$ cat config.mk
export PLATFORM = sky130hd
export DESIGN_NAME = count_display_scan
export DESIGN_NICKNAME = d
export VERILOG_FILES = /design/src/rtl/count_display_pkg.sv /design/src/rtl/bcd_to_7seg.sv /design/src/rtl/count_display_scan.sv
export SDC_FILE = /design/constraint.sdc
export NUM_CORES = 1
export LEC_CHECK = 0
export BUFFER_PORTS_ARGS = -buffer_cell sky130_fd_sc_hd__buf_2
export CORE_ASPECT_RATIO = 1.2
export CORE_MARGIN = 5
export CORE_UTILIZATION = 60
export DETAILED_ROUTE_END_ITERATION = 8
export PLACE_DENSITY = 0.91
export REMOVE_ABC_BUFFERS = 1
export SLEW_MARGIN = 25
export SYNTH_ARGS = -nofsm -noshare
export SYNTH_HDL_FRONTEND = slang
export SYNTH_HIERARCHICAL = 1
export SYNTH_SLANG_ARGS = --single-unit
$ cat constraint.sdc
create_clock -name clk -period 8.23 [get_ports clk]
set_input_delay 0.4115 -clock clk [delete_from_list [all_inputs] [get_ports clk]]
set_output_delay 0.4115 -clock clk [all_outputs]
set_load 0.02 [all_outputs]
$ cat src/rtl/count_display_pkg.sv
// count_display_pkg
//   Shared types and constants for the 2-digit multiplexed 7-segment
//   display scanner (count_display_scan) and its segment decoder.
//   - scan_state_t : scan FSM states (BLANK, DIG0 = units, DIG1 = tens)
//   - SEG_BLANK    : all segments off (active-low)
//   - SEG_DIGIT    : active-low {g,f,e,d,c,b,a} patterns for digits 0..9
//   - AN_*         : active-low anode enable patterns
package count_display_pkg;

  typedef enum logic [1:0] {
    BLANK = 2'd0,
    DIG0  = 2'd1,
    DIG1  = 2'd2
  } scan_state_t;

  localparam logic [6:0] SEG_BLANK = 7'h7F;

  localparam logic [6:0] SEG_DIGIT [0:9] = '{
    7'h40, 7'h79, 7'h24, 7'h30, 7'h19,
    7'h12, 7'h02, 7'h78, 7'h00, 7'h10
  };

  localparam logic [1:0] AN_OFF   = 2'b11;
  localparam logic [1:0] AN_UNITS = 2'b10;  // an[0] low -> units digit lit
  localparam logic [1:0] AN_TENS  = 2'b01;  // an[1] low -> tens digit lit

endpackage

$ cat src/rtl/bcd_to_7seg.sv
// bcd_to_7seg
//   Combinational decimal digit to active-low 7-segment decoder.
//   Ports:
//     i_digit : 4-bit digit (0..9 meaningful)
//     o_seg   : active-low segments {g,f,e,d,c,b,a}; blank for 10..15
module bcd_to_7seg
  import count_display_pkg::*;
(
  input  logic [3:0] i_digit,
  output logic [6:0] o_seg
);

  always_comb begin
    o_seg = SEG_BLANK;
    // Values above 9 cannot occur from the tens/units split; kept dark anyway.
    if (i_digit <= 4'd9) begin
      o_seg = SEG_DIGIT[i_digit];
    end
  end

endmodule

$ cat src/rtl/count_display_scan.sv
// count_display_scan
//   Shows a 4-bit unsigned count (0..15) as two decimal digits on a
//   time-multiplexed, common-anode 2-digit 7-segment display. A refresh
//   prescaler produces a one-cycle tick every REFRESH_CYCLES clocks; the scan
//   FSM steps BLANK -> DIG0 -> DIG1 -> DIG0 ... on each tick. The count is
//   captured into a shadow register only when entering DIG0, so a displayed
//   tens/units pair always comes from a single sample.
//   Optional build macro: COUNT_DISPLAY_LEADING_ZERO_BLANK_EN -- when defined,
//   the tens slot stays dark when the tens digit is 0 (slot duration kept).
//   Ports:
//     clk   : clock, rising edge
//     rst   : asynchronous active-high reset
//     count : 4-bit value from the upstream counter
//     seg   : active-low segments {g,f,e,d,c,b,a}, registered
//     an    : active-low anodes, an[0] = units, an[1] = tens, registered
module count_display_scan
  import count_display_pkg::*;
#(
  parameter int REFRESH_CYCLES = 50000
) (
  input  logic       clk,
  input  logic       rst,
  input  logic [3:0] count,
  output logic [6:0] seg,
  output logic [1:0] an
);

  localparam int PW = $clog2(REFRESH_CYCLES);
  localparam logic [PW-1:0] PRESC_LAST = PW'(REFRESH_CYCLES - 1);

  logic [PW-1:0] r_presc;
  scan_state_t   r_state;
  scan_state_t   w_state_next;
  logic [3:0]    r_shadow;
  logic [6:0]    r_seg;
  logic [1:0]    r_an;

  logic          w_tick;
  logic          w_capture;
  logic [3:0]    w_shadow_next;
  logic          w_tens_flag;
  logic [3:0]    w_units;
  logic [3:0]    w_tens;
  logic [3:0]    w_digit;
  logic [6:0]    w_dec_seg;
  logic [6:0]    w_seg_next;
  logic [1:0]    w_an_next;

  // Refresh prescaler
  assign w_tick = (r_presc == PRESC_LAST);

  always_ff @(posedge clk or posedge rst) begin
    if (rst) begin
      r_presc <= '0;
    end else if (w_tick) begin
      r_presc <= '0;
    end else begin
      r_presc <= r_presc + 1'b1;
    end
  end

  // Scan FSM: next state
  always_comb begin
    w_state_next = r_state;
    case (r_state)
      BLANK:   if (w_tick) w_state_next = DIG0;
      DIG0:    if (w_tick) w_state_next = DIG1;
      DIG1:    if (w_tick) w_state_next = DIG0;
      default: w_state_next = BLANK;
    endcase
  end

  always_ff @(posedge clk or posedge rst) begin
    if (rst) begin
      r_state <= BLANK;
    end else begin
      r_state <= w_state_next;
    end
  end

  // Shadow capture on entry to DIG0 only
  assign w_capture     = w_tick && (w_state_next == DIG0);
  assign w_shadow_next = w_capture ? count : r_shadow;

  always_ff @(posedge clk or posedge rst) begin
    if (rst) begin
      r_shadow <= '0;
    end else begin
      r_shadow <= w_shadow_next;
    end
  end

  // Split the value being latched this edge, so the output registers load the
  // freshly captured digits on the same edge as the shadow (1-cycle latency).
  assign w_tens_flag = (w_shadow_next >= 4'd10);
  assign w_units     = w_tens_flag ? (w_shadow_next - 4'd10) : w_shadow_next;
  assign w_tens      = {3'b000, w_tens_flag};
  assign w_digit     = (w_state_next == DIG1) ? w_tens : w_units;

  bcd_to_7seg u_dec (
    .i_digit (w_digit),
    .o_seg   (w_dec_seg)
  );

  // Output values for the state being entered; at most one anode is ever low.
  always_comb begin
    w_an_next  = AN_OFF;
    w_seg_next = SEG_BLANK;
    case (w_state_next)
      DIG0: begin
        w_an_next  = AN_UNITS;
        w_seg_next = w_dec_seg;
      end
      DIG1: begin
`ifdef COUNT_DISPLAY_LEADING_ZERO_BLANK_EN
        if (w_tens_flag) begin
          w_an_next  = AN_TENS;
          w_seg_next = w_dec_seg;
        end
`else
        w_an_next  = AN_TENS;
        w_seg_next = w_dec_seg;
`endif
      end
      default: begin
        w_an_next  = AN_OFF;
        w_seg_next = SEG_BLANK;
      end
    endcase
  end

  always_ff @(posedge clk or posedge rst) begin
    if (rst) begin
      r_an  <= AN_OFF;
      r_seg <= SEG_BLANK;
    end else begin
      r_an  <= w_an_next;
      r_seg <= w_seg_next;
    end
  end

  assign an  = r_an;
  assign seg = r_seg;

endmodule

==> results.toml <==
[run_status]
status = "complete, no violations"

[sta]
hold_viol = 0
tightest_slew_ns = 0.799
min_period_ns = 4.38
holdWs_ns = 0.143
finClkSkew_ns = 0.0136
period_share_pct = 53.2
slew_viol_final = 0
rsz0062_at_grt = "no"
finalSetupViolCount = 0
fin_tns_setup_ns = 0
max_clock_freq_mhz = 228
maxSlewHeadroom_pct = 46.3

[yosys]
synth_seq_cells = 31
syn_avg_cell_area_sq_um = 10.5
synth_area_sq_um = 1610
yosysWarnings = 6
seq_area_frac_synth_pct = 48.9
netlist_instances = 153
synthDistinctLibCells = 42

[global_route]
overflow = 0
grt_pass1_vias = 1254
grt_start_max_net_pins = 32
grt_use_total_pct = 19.5
antenna_found_initial = 0
grt_pass1_wl_microns = 5620

[floorplan]
start_util_pct = 63.0
core_sq_um = 2550
die_area_sq_um = 3820
rows = 20
die_w_microns = 57.3
ios = 15
die_h_microns = 66.7

[critical_path]
cp_cell_sequence = "or4_4 > nor4b_1 > buf_4 > or3_1 > and2_1 > ha_1 > nand4_1 > nor4_4 > mux2i_1 > o21ai_0 > nor2_1 > nor2_1 > a22oi_2 > o21ai_1 > or2_2"
endpoint_kind = "flip-flop"
critPathKind = "flip-flop to flip-flop"
crit_top_cell = "nor2_1"
required_ns = 8.48
start_kind = "flip-flop"
worstPathArrival_ns = 4.63
cpPeakStageDelay_ns = 0.55
critPathSlowestCell = "or4_4"
crit_fanout = 11

[clocking]
clk_pin_slew_ns = 0.10
root_buffer = "clkbuf_4"
cts_tree = "built"
clockBufferDepth = 2
clk_latency_ns = 0.33
post-cts-setup-buffers = 0
cts_buffers = 5
ctsResizeCount = 0
postCtsHoldBufs = 0
cts_htree_levels = 2
cts_sinks = 31

[route]
antenna_left = 0
drt_iter0_drc = 36
routed_via_density = 5.51
first_pass_iters = 4
vias = 1135
wl_per_cell_microns = 15.1
wl_microns = 3110
drc = 0

[hold_path]
hp-class = "input port to async pin"

[power_and_ir_drop]
leakage_nw = 0.791
peakVddDrop_uv = 129
power_density_nw_per_um2 = 155
finalPower_w = 0.000279

[final_layout]
drive_gt1_share_pct = 27.7
syn2layout_area_growth_pct = 11.8
utilization_pct = 70.4
nNetsFinal = 186
antenna-diode-count = 0
fill_cells = 196

[placement]
io_buffers = 14
gp_congestion = 0.818
place_hpwl_microns = 2430

[run]
cap_viol_max_count = 0
==> sequential cells by signal (all words and copies together) (netlist names) <==
name / cells
seg: 7
r_state: 2
r_presc: 16
an: 2
r_shadow: 4
==> cells in the final DEF (no fill, tap or decap), types with 2 or more instances in the layout <==
cell / n
nand2_1: 8
dfrtp_1: 22
and3_1: 4
ha_1: 8
xnor2_1: 9
a21oi_1: 5
inv_1: 11
xor2_1: 5
nor3b_1: 2
nor2_1: 18
nand3_1: 9
clkbuf_4: 5
buf_2: 14
dfstp_2: 9
nand4_1: 2
mux2i_1: 3
or2_2: 7
o21ai_0: 3
==> final cells by class <==
cell class                 count  area [sq um]  share of cell area, %
tap                           33          41.3                   2.30
inverter                      12          45.0                   2.51
clock inverter                 2          35.0                   1.95
clock buffer                   6          51.3                   2.85
sequential                    31           787                   43.8
multi-input combinational    107           761                   42.3
timing repair buffer          15          77.6                   4.31
==> synthesized netlist by cell type <==
cell type | number | area, sq um
a211oi_2 | 1 | 12.5
a21bo_1 | 1 | 10.0
a21oi_1 | 5 | 25.0
a22oi_2 | 1 | 12.5
a2bb2oi_1 | 1 | 8.76
and2_1 | 1 | 6.26
and3_1 | 4 | 25.0
and3b_1 | 1 | 8.76
buf_2 | 2 | 10.0
buf_6 | 1 | 11.3
dfrtp_1 | 22 | 551
dfstp_2 | 9 | 236
ha_1 | 8 | 100
inv_1 | 12 | 45.0
mux2_2 | 1 | 11.3
mux2_4 | 1 | 15.0
mux2i_1 | 3 | 30.0
nand2_1 | 8 | 30.0
nand3_1 | 9 | 45.0
nand3b_1 | 1 | 7.51
nand4_1 | 2 | 12.5
nand4b_1 | 1 | 8.76
nand4bb_1 | 1 | 11.3
nor2_1 | 18 | 67.6
nor2b_1 | 1 | 6.26
nor3_1 | 1 | 5.00
nor3b_1 | 2 | 15.0
nor4_1 | 1 | 6.26
nor4_4 | 1 | 21.3
nor4b_1 | 1 | 8.76
o21a_1 | 1 | 7.51
o21ai_0 | 3 | 15.0
o21ai_1 | 1 | 5.00
o21ai_2 | 1 | 8.76
o21bai_1 | 1 | 7.51
o22a_1 | 1 | 8.76
or2_2 | 7 | 43.8
or2b_1 | 1 | 7.51
or3_1 | 1 | 6.26
or4_4 | 1 | 11.3
xnor2_1 | 9 | 78.8
xor2_1 | 5 | 43.8
==> report_power, final <==
part | switching, W | internal, W
Clock | 0.0000502 | 0.0000718
Combinational | 0.00000332 | 0.000000981
Sequential | 0 | 0.000152
Total | 0.0000535 | 0.000225
==> final timing paths <==
kind,startpoint,to,slack [ns],cells past startpoint
min in group clk,count[0],r_shadow[0],0.36,2
max,r_presc[10],seg[3],3.85,15
min reg2reg,r_presc[11],r_presc[11],0.51,1
max in group asynchronous,rst,r_state[0],7.68,2
max reg2reg,r_presc[10],seg[3],3.85,15
min,rst,r_presc[6],0.14,2
==> per-layer routing <==
metal | share of wire, % | GRT usage, %
met4 | 3.9 | 12.5
met2 | 55 | 34.1
met3 | 4.2 | 4.65
met1 | 37 | 20.9
met5 | 0 | 0
==> worst max-delay path: cells and delay by family (launching register included) <==
family / cells / cell delay (ns)
AO/OA/AOI/OAI: 3 / 0.40
adder cells (fa/ha/maj): 1 / 0.17
buffers and inverters: 1 / 0.24
flip-flops: 1 / 0.43
multiplexers: 1 / 0.45
AND/OR/NAND/NOR: 9 / 2.62
==> kinds of logic (layout without fill, tap and decap cells) <==
family / count (synthesis) / count (layout) / share of synthesized area [%]
buffers and inverters: 15 / 35 / 4.12
adders and majority gates: 8 / 8 / 6.23
and+or+nand+nor: 63 / 63 / 22.0
xor gates and xnor gates: 14 / 14 / 7.63
DFF: 31 / 31 / 48.9
muxes: 5 / 5 / 3.50
AOI/OAI and AO/OA: 17 / 17 / 7.55
==> through the flow <==
step	cell area (sq um)	cells	setup slack, ns
finish	1800	206	3.85
detailed placement	1710	198	3.88
floorplan	1590	150	3.35
global route	1800	206	3.36
global placement	1710	198	3.83
CTS	1800	206	3.84
Note: power is estimated with default switching activity, not from simulation.
